--- config.mk ---
export PLATFORM = sky130hd
export DESIGN_NAME = pipeline_hazard_ctrl
export DESIGN_NICKNAME = d
export VERILOG_FILES = /design/src/rtl/pipe_ctrl_pkg.sv /design/src/rtl/pipeline_hazard_ctrl_hazard_detect.sv /design/src/rtl/pipeline_hazard_ctrl.sv
export SDC_FILE = /design/constraint.sdc
export NUM_CORES = 1
export LEC_CHECK = 0
export ABC_AREA = 1
export ABC_CLOCK_PERIOD_IN_PS = 1150
export BUFFER_PORTS_ARGS = -buffer_cell sky130_fd_sc_hd__buf_2
export CAP_MARGIN = 20
export CORE_AREA = 8 8 57 59
export CTS_CLUSTER_DIAMETER = 30
export DETAILED_ROUTE_END_ITERATION = 12
export DIE_AREA = 0 0 65 67
export PLACE_DENSITY = 0.72
export SYNTH_ARGS = -nofsm -noshare
export SYNTH_HDL_FRONTEND = slang
export SYNTH_SLANG_ARGS = --single-unit
--- constraint.sdc ---
create_clock -name i_clk -period 1.15 [get_ports i_clk]
set_input_delay 0.1725 -clock i_clk [delete_from_list [all_inputs] [get_ports i_clk]]
set_output_delay 0.1725 -clock i_clk [all_outputs]
set_load 0.01 [all_outputs]
--- src/rtl/pipe_ctrl_pkg.sv ---
// Shared encodings and control-bundle constants for the pipeline stall/flush sequencer.
package pipe_ctrl_pkg;

  typedef enum logic [1:0] {
    ST_RUN    = 2'd0,
    ST_DRAIN  = 2'd1,
    ST_HALTED = 2'd2
  } state_e;

  localparam logic [15:0] NOP_INSTR = 16'h1000;
  localparam logic [3:0]  REG_ZERO  = 4'd0;

  typedef struct packed {
    logic pc_write;
    logic if_id_write;
    logic if_id_flush;
    logic id_ex_write;
    logic id_ex_flush;
    logic ex_mem_write;
    logic mem_wb_write;
  } ctrl_t;

  localparam ctrl_t CTRL_FREEZE = '{1'b0, 1'b0, 1'b0, 1'b0, 1'b0, 1'b0, 1'b0};
  // Hold PC and IF/ID, inject a bubble into EX, let older instructions advance.
  localparam ctrl_t CTRL_BUBBLE = '{1'b0, 1'b0, 1'b0, 1'b1, 1'b1, 1'b1, 1'b1};
  // Hold PC, replace IF/ID contents with a NOP, everything else advances.
  localparam ctrl_t CTRL_SQUASH = '{1'b0, 1'b1, 1'b1, 1'b1, 1'b0, 1'b1, 1'b1};
  localparam ctrl_t CTRL_RUN    = '{1'b1, 1'b1, 1'b0, 1'b1, 1'b0, 1'b1, 1'b1};

endpackage

--- src/rtl/pipeline_hazard_ctrl_hazard_detect.sv ---
// Load-use compare: EX holds a load whose non-zero destination is read by the ID instruction.
module hazard_detect
  import pipe_ctrl_pkg::*;
(
  input  logic [3:0] i_id_rs,
  input  logic [3:0] i_id_rt,
  input  logic       i_id_uses_rs,
  input  logic       i_id_uses_rt,
  input  logic       i_ex_mem_read,
  input  logic [3:0] i_ex_rd,
  output logic       o_lu_stall
);

  logic w_rs_hit, w_rt_hit;

  assign w_rs_hit   = i_id_uses_rs && (i_id_rs == i_ex_rd);
  assign w_rt_hit   = i_id_uses_rt && (i_id_rt == i_ex_rd);
  assign o_lu_stall = i_ex_mem_read && (i_ex_rd != REG_ZERO) && (w_rs_hit || w_rt_hit);

endmodule

--- src/rtl/pipeline_hazard_ctrl.sv ---
// Stall/flush sequencer owning every pipeline-register enable of the 5-stage core.
// Optional perf counters enabled with `define PIPE_PERF_CNT_EN.
module pipeline_hazard_ctrl
  import pipe_ctrl_pkg::*;
#(
  parameter int DRAIN_CYCLES = 3,
  parameter int CNT_W        = 16
) (
  input  logic             i_clk,
  input  logic             i_rst_n,
  input  logic [3:0]       i_id_rs,
  input  logic [3:0]       i_id_rt,
  input  logic             i_id_uses_rs,
  input  logic             i_id_uses_rt,
  input  logic             i_ex_mem_read,
  input  logic [3:0]       i_ex_rd,
  input  logic             i_branch_taken,
  input  logic             i_id_halt,
  input  logic             i_i_busy,
  input  logic             i_d_busy,
  output logic             o_pc_write,
  output logic             o_if_id_write,
  output logic             o_if_id_flush,
  output logic             o_id_ex_write,
  output logic             o_id_ex_flush,
  output logic             o_ex_mem_write,
  output logic             o_mem_wb_write,
  output logic             o_halted,
  output logic [CNT_W-1:0] o_stall_cnt,
  output logic [CNT_W-1:0] o_flush_cnt
);

  localparam int DW = $clog2(DRAIN_CYCLES + 1);

  state_e        r_state;
  logic [DW-1:0] r_drain_cnt;
  logic          r_sq_pend;
  ctrl_t         w_ctrl, w_out;
  logic          w_lu, w_go_drain, w_set_sq, w_clr_sq;

  hazard_detect u_hazard_detect (
    .i_id_rs       (i_id_rs),
    .i_id_rt       (i_id_rt),
    .i_id_uses_rs  (i_id_uses_rs),
    .i_id_uses_rt  (i_id_uses_rt),
    .i_ex_mem_read (i_ex_mem_read),
    .i_ex_rd       (i_ex_rd),
    .o_lu_stall    (w_lu)
  );

  always_comb begin
    w_ctrl     = CTRL_FREEZE;
    w_go_drain = 1'b0;
    w_set_sq   = 1'b0;
    w_clr_sq   = 1'b0;
    case (r_state)
      ST_RUN: begin
        if (i_d_busy) begin
          w_ctrl = CTRL_FREEZE;
        end else if (w_lu) begin
          w_ctrl = CTRL_BUBBLE;
        end else if (i_id_halt) begin
          w_ctrl     = CTRL_SQUASH;
          w_go_drain = 1'b1;
        end else if (r_sq_pend && !i_i_busy) begin
          // Late-arriving wrong-path fetch from an earlier taken branch.
          w_ctrl   = CTRL_SQUASH;
          w_clr_sq = 1'b1;
        end else if (i_branch_taken) begin
          w_ctrl             = CTRL_RUN;
          w_ctrl.if_id_flush = 1'b1;
          w_ctrl.if_id_write = !i_i_busy;
          w_set_sq           = i_i_busy;
        end else if (i_i_busy) begin
          w_ctrl = CTRL_BUBBLE;
        end else begin
          w_ctrl = CTRL_RUN;
        end
      end
      ST_DRAIN: w_ctrl = i_d_busy ? CTRL_FREEZE : CTRL_BUBBLE;
      default:  w_ctrl = CTRL_FREEZE;
    endcase
  end

  assign w_out          = i_rst_n ? w_ctrl : CTRL_FREEZE;
  assign o_pc_write     = w_out.pc_write;
  assign o_if_id_write  = w_out.if_id_write;
  assign o_if_id_flush  = w_out.if_id_flush;
  assign o_id_ex_write  = w_out.id_ex_write;
  assign o_id_ex_flush  = w_out.id_ex_flush;
  assign o_ex_mem_write = w_out.ex_mem_write;
  assign o_mem_wb_write = w_out.mem_wb_write;
  assign o_halted       = i_rst_n && (r_state == ST_HALTED);

  always_ff @(posedge i_clk or negedge i_rst_n) begin
    if (!i_rst_n) begin
      r_state     <= ST_RUN;
      r_drain_cnt <= '0;
      r_sq_pend   <= 1'b0;
    end else begin
      case (r_state)
        ST_RUN: begin
          if (w_go_drain) begin
            r_state     <= ST_DRAIN;
            r_drain_cnt <= DW'(DRAIN_CYCLES);
          end
          if (w_set_sq)      r_sq_pend <= 1'b1;
          else if (w_clr_sq) r_sq_pend <= 1'b0;
        end
        ST_DRAIN: begin
          if (!i_d_busy) begin
            if (r_drain_cnt == DW'(1)) r_state <= ST_HALTED;
            r_drain_cnt <= r_drain_cnt - DW'(1);
          end
        end
        default: ;
      endcase
    end
  end

`ifdef PIPE_PERF_CNT_EN
  logic [CNT_W-1:0] r_stall_cnt, r_flush_cnt;

  always_ff @(posedge i_clk or negedge i_rst_n) begin
    if (!i_rst_n) begin
      r_stall_cnt <= '0;
      r_flush_cnt <= '0;
    end else if (r_state != ST_HALTED) begin
      if (!w_ctrl.pc_write && !(&r_stall_cnt))
        r_stall_cnt <= r_stall_cnt + CNT_W'(1);
      if ((w_ctrl.if_id_flush || w_ctrl.id_ex_flush) && !(&r_flush_cnt))
        r_flush_cnt <= r_flush_cnt + CNT_W'(1);
    end
  end

  assign o_stall_cnt = r_stall_cnt;
  assign o_flush_cnt = r_flush_cnt;
`else
  assign o_stall_cnt = '0;
  assign o_flush_cnt = '0;
`endif

endmodule

Word-level counts from Yosys, hierarchy flattened

Cells that the tools add are included.
W data, S select, Z words.

Add/subtract/negate cells: 1
Equal/unequal tests: 8
Mux-type cells: 33
Reduce and logical (&&, ||, !) cells: 15

Operator list:

| cell                  | number |
|---|---|
| $mux W7               | 7 |
| $mux W1               | 17 |
| $pmux W7 S2           | 1 |
| $mux W2               | 5 |
| $eq A4 B4 Y1          | 2 |
| $pmux W2 S2           | 2 |
| $logic_and A1 B1 Y1   | 6 |
| $ne A2 B2 Y1 const B  | 3 |
| $eq A2 B1 Y1 const B  | 2 |
| $mux W4               | 1 |
| $reduce_and A4 Y1     | 1 |
| $reduce_bool A2 Y1    | 2 |
| $reduce_bool A4 Y1    | 1 |
| $reduce_and A3 Y1     | 1 |
| $eq A2 B2 Y1 const B  | 1 |
| $logic_not A2 Y1      | 1 |
| $reduce_and A2 Y1     | 1 |
| $sub A2 B1 Y2 const B | 1 |
| $logic_not A1 Y1      | 1 |
| $logic_or A1 B1 Y1    | 1 |

Bits in registers: 5
Bits of input ports: 21
Output and inout port bits: 40

Longest topological paths before layout

Depth after elaboration: 9
Mapped depth: 11

Modules after synthesis

From an unflattened synthesis, not the netlist that was laid out.

Cell total of the unflattened synthesis: 128
Area total of the unflattened synthesis: 777.0 µm²

By module, submodules not included:

| module               | times used | cells each | area each (µm²) | sequential area each (µm²) |
|---|---|---|---|---|
| pipeline_hazard_ctrl | 1          | 91         | 611.8           | 125.1 |
| hazard_detect        | 1          | 37         | 165.2           | 0.0 |

Worst setup path before layout

OpenSTA, ideal clock, no wires.

Path type: register to output
Start: register r_state[0]
End: output port o_if_id_flush
Arrival time: 1.008 ns
Slack: -0.031 ns
Stages on the path, launching flop included: 6
Path buffers: 0
Cell sequence: dfrtp_1 -> nor2_1 -> nand2_1 -> inv_1 -> nand4_1 -> nor2_1

Longest elaborated chain between the ends: 3

RTL lines:

| what                                                    | line                        | RTL |
|---|---|---|
| start, declared                                         | pipeline_hazard_ctrl.sv:35  | `state_e r_state;` |
| start signal, assigned                                  | pipeline_hazard_ctrl.sv:97  | `r_state <= ST_RUN;` |
| start signal, assigned                                  | pipeline_hazard_ctrl.sv:104 | `r_state <= ST_DRAIN;` |
| start signal, assigned                                  | pipeline_hazard_ctrl.sv:112 | `if (r_drain_cnt == DW'(1)) r_state <= ST_HALTED;` |
| $eq A2 B1 Y1 / $logic_not A2 Y1 (equally long branches) | pipeline_hazard_ctrl.sv:56  | `case (r_state)` |
| $pmux W7 S2 (*)                                         | pipeline_hazard_ctrl.sv:56  |  |
| $mux W7 (*)                                             | pipeline_hazard_ctrl.sv:85  | `assign w_out = i_rst_n ? w_ctrl : CTRL_FREEZE;` |
| end, declared                                           | pipeline_hazard_ctrl.sv:23  | `output logic o_if_id_flush,` |

Every way passes the cells marked *; elsewhere a longest branch is shown, timed or not.

Final worst setup path

Start: register r_state[1]
End: output port o_pc_write

Longest elaborated chain between the ends: 3

RTL lines:

| what                                                    | line                       | RTL |
|---|---|---|
| $eq A2 B1 Y1 / $logic_not A2 Y1 (equally long branches) | pipeline_hazard_ctrl.sv:56 |  |
| $pmux W7 S2 (*)                                         | pipeline_hazard_ctrl.sv:56 |  |
| $mux W7 (*)                                             | pipeline_hazard_ctrl.sv:85 |  |
| end, declared                                           | pipeline_hazard_ctrl.sv:21 | `output logic o_pc_write,` |

Marked as above.

==> metrics.md <==
| Metric | Value |
|---|---|
| DIE WIDTH | `65 um` |
| Clk root buf | `clkbuf_4` |
| Leak | `~0.00065 uW` |
| Critical path's top delay family | `simple AND/OR/NAND/NOR gates` |
| Unrepaired setup endpoints after global routing | `yes` |
| Setup Crit Path Kind | `reg2out` |
| Die Y | `~67 um` |
| Synthesized flop and latch total | `5` |
| DIE AREA | `4360 um2` |
| Core area | `approximately 2400 um2` |
| Synth Instances | `between 100 and 150` |
| Met2 routed WL | `approximately 960 um` |
| Reg2reg path depth | `9` |
| Post-DP HPWL | `about 1600 um` |
| Ports | `between 60 and 70` |
| WL met1 | `a little over 700 um` |
| Row count | `18` |
| Yosys Warn Count | `0` |
| Worst Setup End Kind | `output pin` |
| CTS tree | `yes` |
| HP Class | `in2reg` |
| Commonest non-fill, non-tap cell in the layout | `conb_1` |
| GR Overflow Total | `0` |
| Post-route cell area | `1040 um2` |
| RD Place Congestion | `between 0.8 and 0.9` |
| GRT Resource Usage Total | `under 10%` |
| Critical path's largest stage delay | `approximately 0.40 ns` |
| Reg2reg start | `r_state[1]$_DFFE_PN0P_` |
| Crit path to | `o_pc_write` |
| I/O Buffers | `28` |
| Highest metal used | `met4` |
| Total power | `about 550 uW` |
| Critical Path Start | `r_state[1]$_DFFE_PN0P_` |
| Synth-to-Final Area Change | `33.7%` |
| CP max stage cell | `dfrtp_1` |
| Largest net degree at the start of global routing | `7` |
| CP Max Fanout | `6` |
| Routed vias/inst | `roughly 3.9` |
| Vias in the first global route | `~800` |
| Drc violations | `0` |
| Crit start category | `flop` |
| Setup ws final | `-0.378 ns` |
| Req. time, crit path | `a little under 1 ns` |
| Mapped Area | `around 800 um2` |
| CP Data Arrival Time | `between 1 and 1.5 ns` |
| Initial antenna violation count | `0` |
| Crit path buf inv count | `2` |
| Failing checks | `setup timing` |
| Pins Over Slew Limit | `0` |
| Clock slew at reported path FFs | `roughly 0.040 ns` |
| Post-placement cell count | `194` |
| Worst slack, placed | `-0.225 ns` |
| Dpl cell area | `between 900 and 1000 um2` |
| Power Density | `around 530 nW/um2` |
| VDD IR max | `0.448 mV` |
| Crit path depth | `6` |
| R2R Setup Slk | `-0.14 ns` |
| Starting DRT DRC Count | `18` |
| Routed Antenna Nets | `0` |
| Post-route setup TNS | `-2.92 ns` |
| Final Hold Fails | `0` |
| Layout cell share with drive strength beyond 1 | `between 30% and 40%` |
| CP cell instances | `nor2_1 -> nand2_1 -> inv_2 -> nand4_1 -> nor2_2 -> buf_2` |
| Antenna cells | `0` |
| CTS H-tree lvls | `1` |
| Vias | `slightly below 800` |
| Final Skew | `~0.0023 ns` |
| Clk sinks | `5` |
| Sequential area share after synthesis | `between 10% and 20%` |
| Clock Latency Late Sink | `~0.24 ns` |
| First-pass GRT wire length | `around 3100 um` |
| Commonest non-fill, non-tap cells in the layout | `32 x conb_1, 28 x buf_2, 26 x nand2_1, 19 x buf_4, 12 x nor2_1` |
| Mean Syn Cell Area | `roughly 6.2 um2` |
| Distinct cells, synth | `20` |
| Longest Clk Path Bufs | `2` |
| Clock period minus worst slack | `between 1.5 and 2 ns` |
| Achievable Freq | `about 650 MHz` |
| Total CTS buffers | `3` |
| First-pass detailed-route iteration total | `2` |
| WHS Path Cells | `3` |
| Cell Count, Final, Fillers Out | `roughly 200` |
| Max_cap viols | `0` |
| Status | `finished with violations` |
| Initial Util | `between 30 and 40%` |
| R2r endpoint | `r_sq_pend$_DFFE_PN0P_` |
| WL per Instance | `9.12 um` |
| Final worst path period share | `133%` |
| Met3 wire length | `182 um` |
| Fin nets | `around 200` |
| Final wirelength | `around 1900 um` |
| Final Setup Violations | `12` |
cell usage after synthesis:
| cell type | count | area, um2 |
|---|---|---|
| a21boi_0 | 1 | 7.51 |
| a21oi_2 | 1 | 8.76 |
| a31oi_1 | 1 | 6.26 |
| buf_4 | 34 | 255 |
| clkinv_1 | 1 | 3.75 |
| conb_1 | 1 | 3.75 |
| dfrtp_1 | 5 | 125 |
| ha_1 | 1 | 12.5 |
| inv_1 | 13 | 48.8 |
| inv_2 | 4 | 15.0 |
| nand2_1 | 26 | 97.6 |
| nand2_2 | 2 | 12.5 |
| nand3_1 | 6 | 30.0 |
| nand3_4 | 1 | 17.5 |
| nand4_1 | 2 | 12.5 |
| nor2_1 | 16 | 60.1 |
| nor3_1 | 3 | 15.0 |
| o21ai_0 | 3 | 15.0 |
| or2_2 | 2 | 12.5 |
| xnor2_1 | 2 | 17.5 |
how the worst min path moves through the flow:
stage,start,end,slack (ns)
floorplan,i_rst_n,r_drain_cnt[0]$_DFFE_PN0P_,-0.12
global placement,i_rst_n,r_sq_pend$_DFFE_PN0P_,0.12
detailed placement,i_rst_n,r_sq_pend$_DFFE_PN0P_,0.12
CTS,i_branch_taken,r_sq_pend$_DFFE_PN0P_,0.23
global route,i_branch_taken,r_sq_pend$_DFFE_PN0P_,0.27
finish,i_branch_taken,r_sq_pend$_DFFE_PN0P_,0.25
metrics by stage:
| step | util, % | hold WS, ns |
|---|---|---|
| global route | 43.9 | 0.267 |
| CTS | 42.3 | 0.234 |
| floorplan | - | -0.123 |
| detailed placement | 39.3 | 0.117 |
| finish | 43.9 | 0.245 |
| global placement | 39.3 | 0.121 |
state kept, by name, summed over array words and instances, names as in the netlist:
register and count:
r_drain_cnt 2, r_sq_pend 1, r_state 2
routing by layer:
layer,vias to the layer above,global-route usage (%)
met5,-,0
met4,0,4.63
met3,2,2.68
met2,32,15.7
met1,342,8.60
li1,414,-
area by class of cell:
class                      instances  area (um2)
sequential                         5         125
inverter                          18        67.6
tap                               30        37.5
timing repair buffer              49         304
clock buffer                       4        26.3
fill                             261        1330
multi-input combinational         99         478
cell families (layout without fill, tap and decap cells):
kind of cell,count (synthesis),after routing,share of synthesized area [%]
flops,5,5,16.1
xor+xnor,2,2,2.25
simple gates,58,58,33.2
fa+ha+maj,1,1,1.61
buf+inv,52,71,41.5
compound gates,6,6,4.83
other cells,1,32,0.483
worst register-to-register path: stages (launching register included):
cell and delay [ns]:
dfrtp_1 0.40, nor2_1 0.11, nand2_1 0.07, inv_2 0.10
buf_4 0.11, buf_4 0.09, buf_4 0.08, nand3_1 0.05
o21ai_1 0.11, nand2_1 0.06
report_power, final:
part	internal [uW]	total (uW)	leakage, uW	switching [uW]
clock network	131	195	0.0000150	64.5
logic	64.9	182	0.000573	117
registers	177	177	0.0000647	0
total	372	554	0.000653	182
timing repair:
| item | in CTS | in global routing |
|---|---|---|
| setup endpoints to repair | 11 | 13 |
| pin swaps | 4 | 6 |
| hold buffers | 1 | 0 |
| setup buffers | 3 | 4 |
| gates resized for setup | 6 | 4 |
| endpoints found under the hold margin | 5 | 0 |
| gates cloned | 0 | 0 |
(Power assumes the default switching activity.)
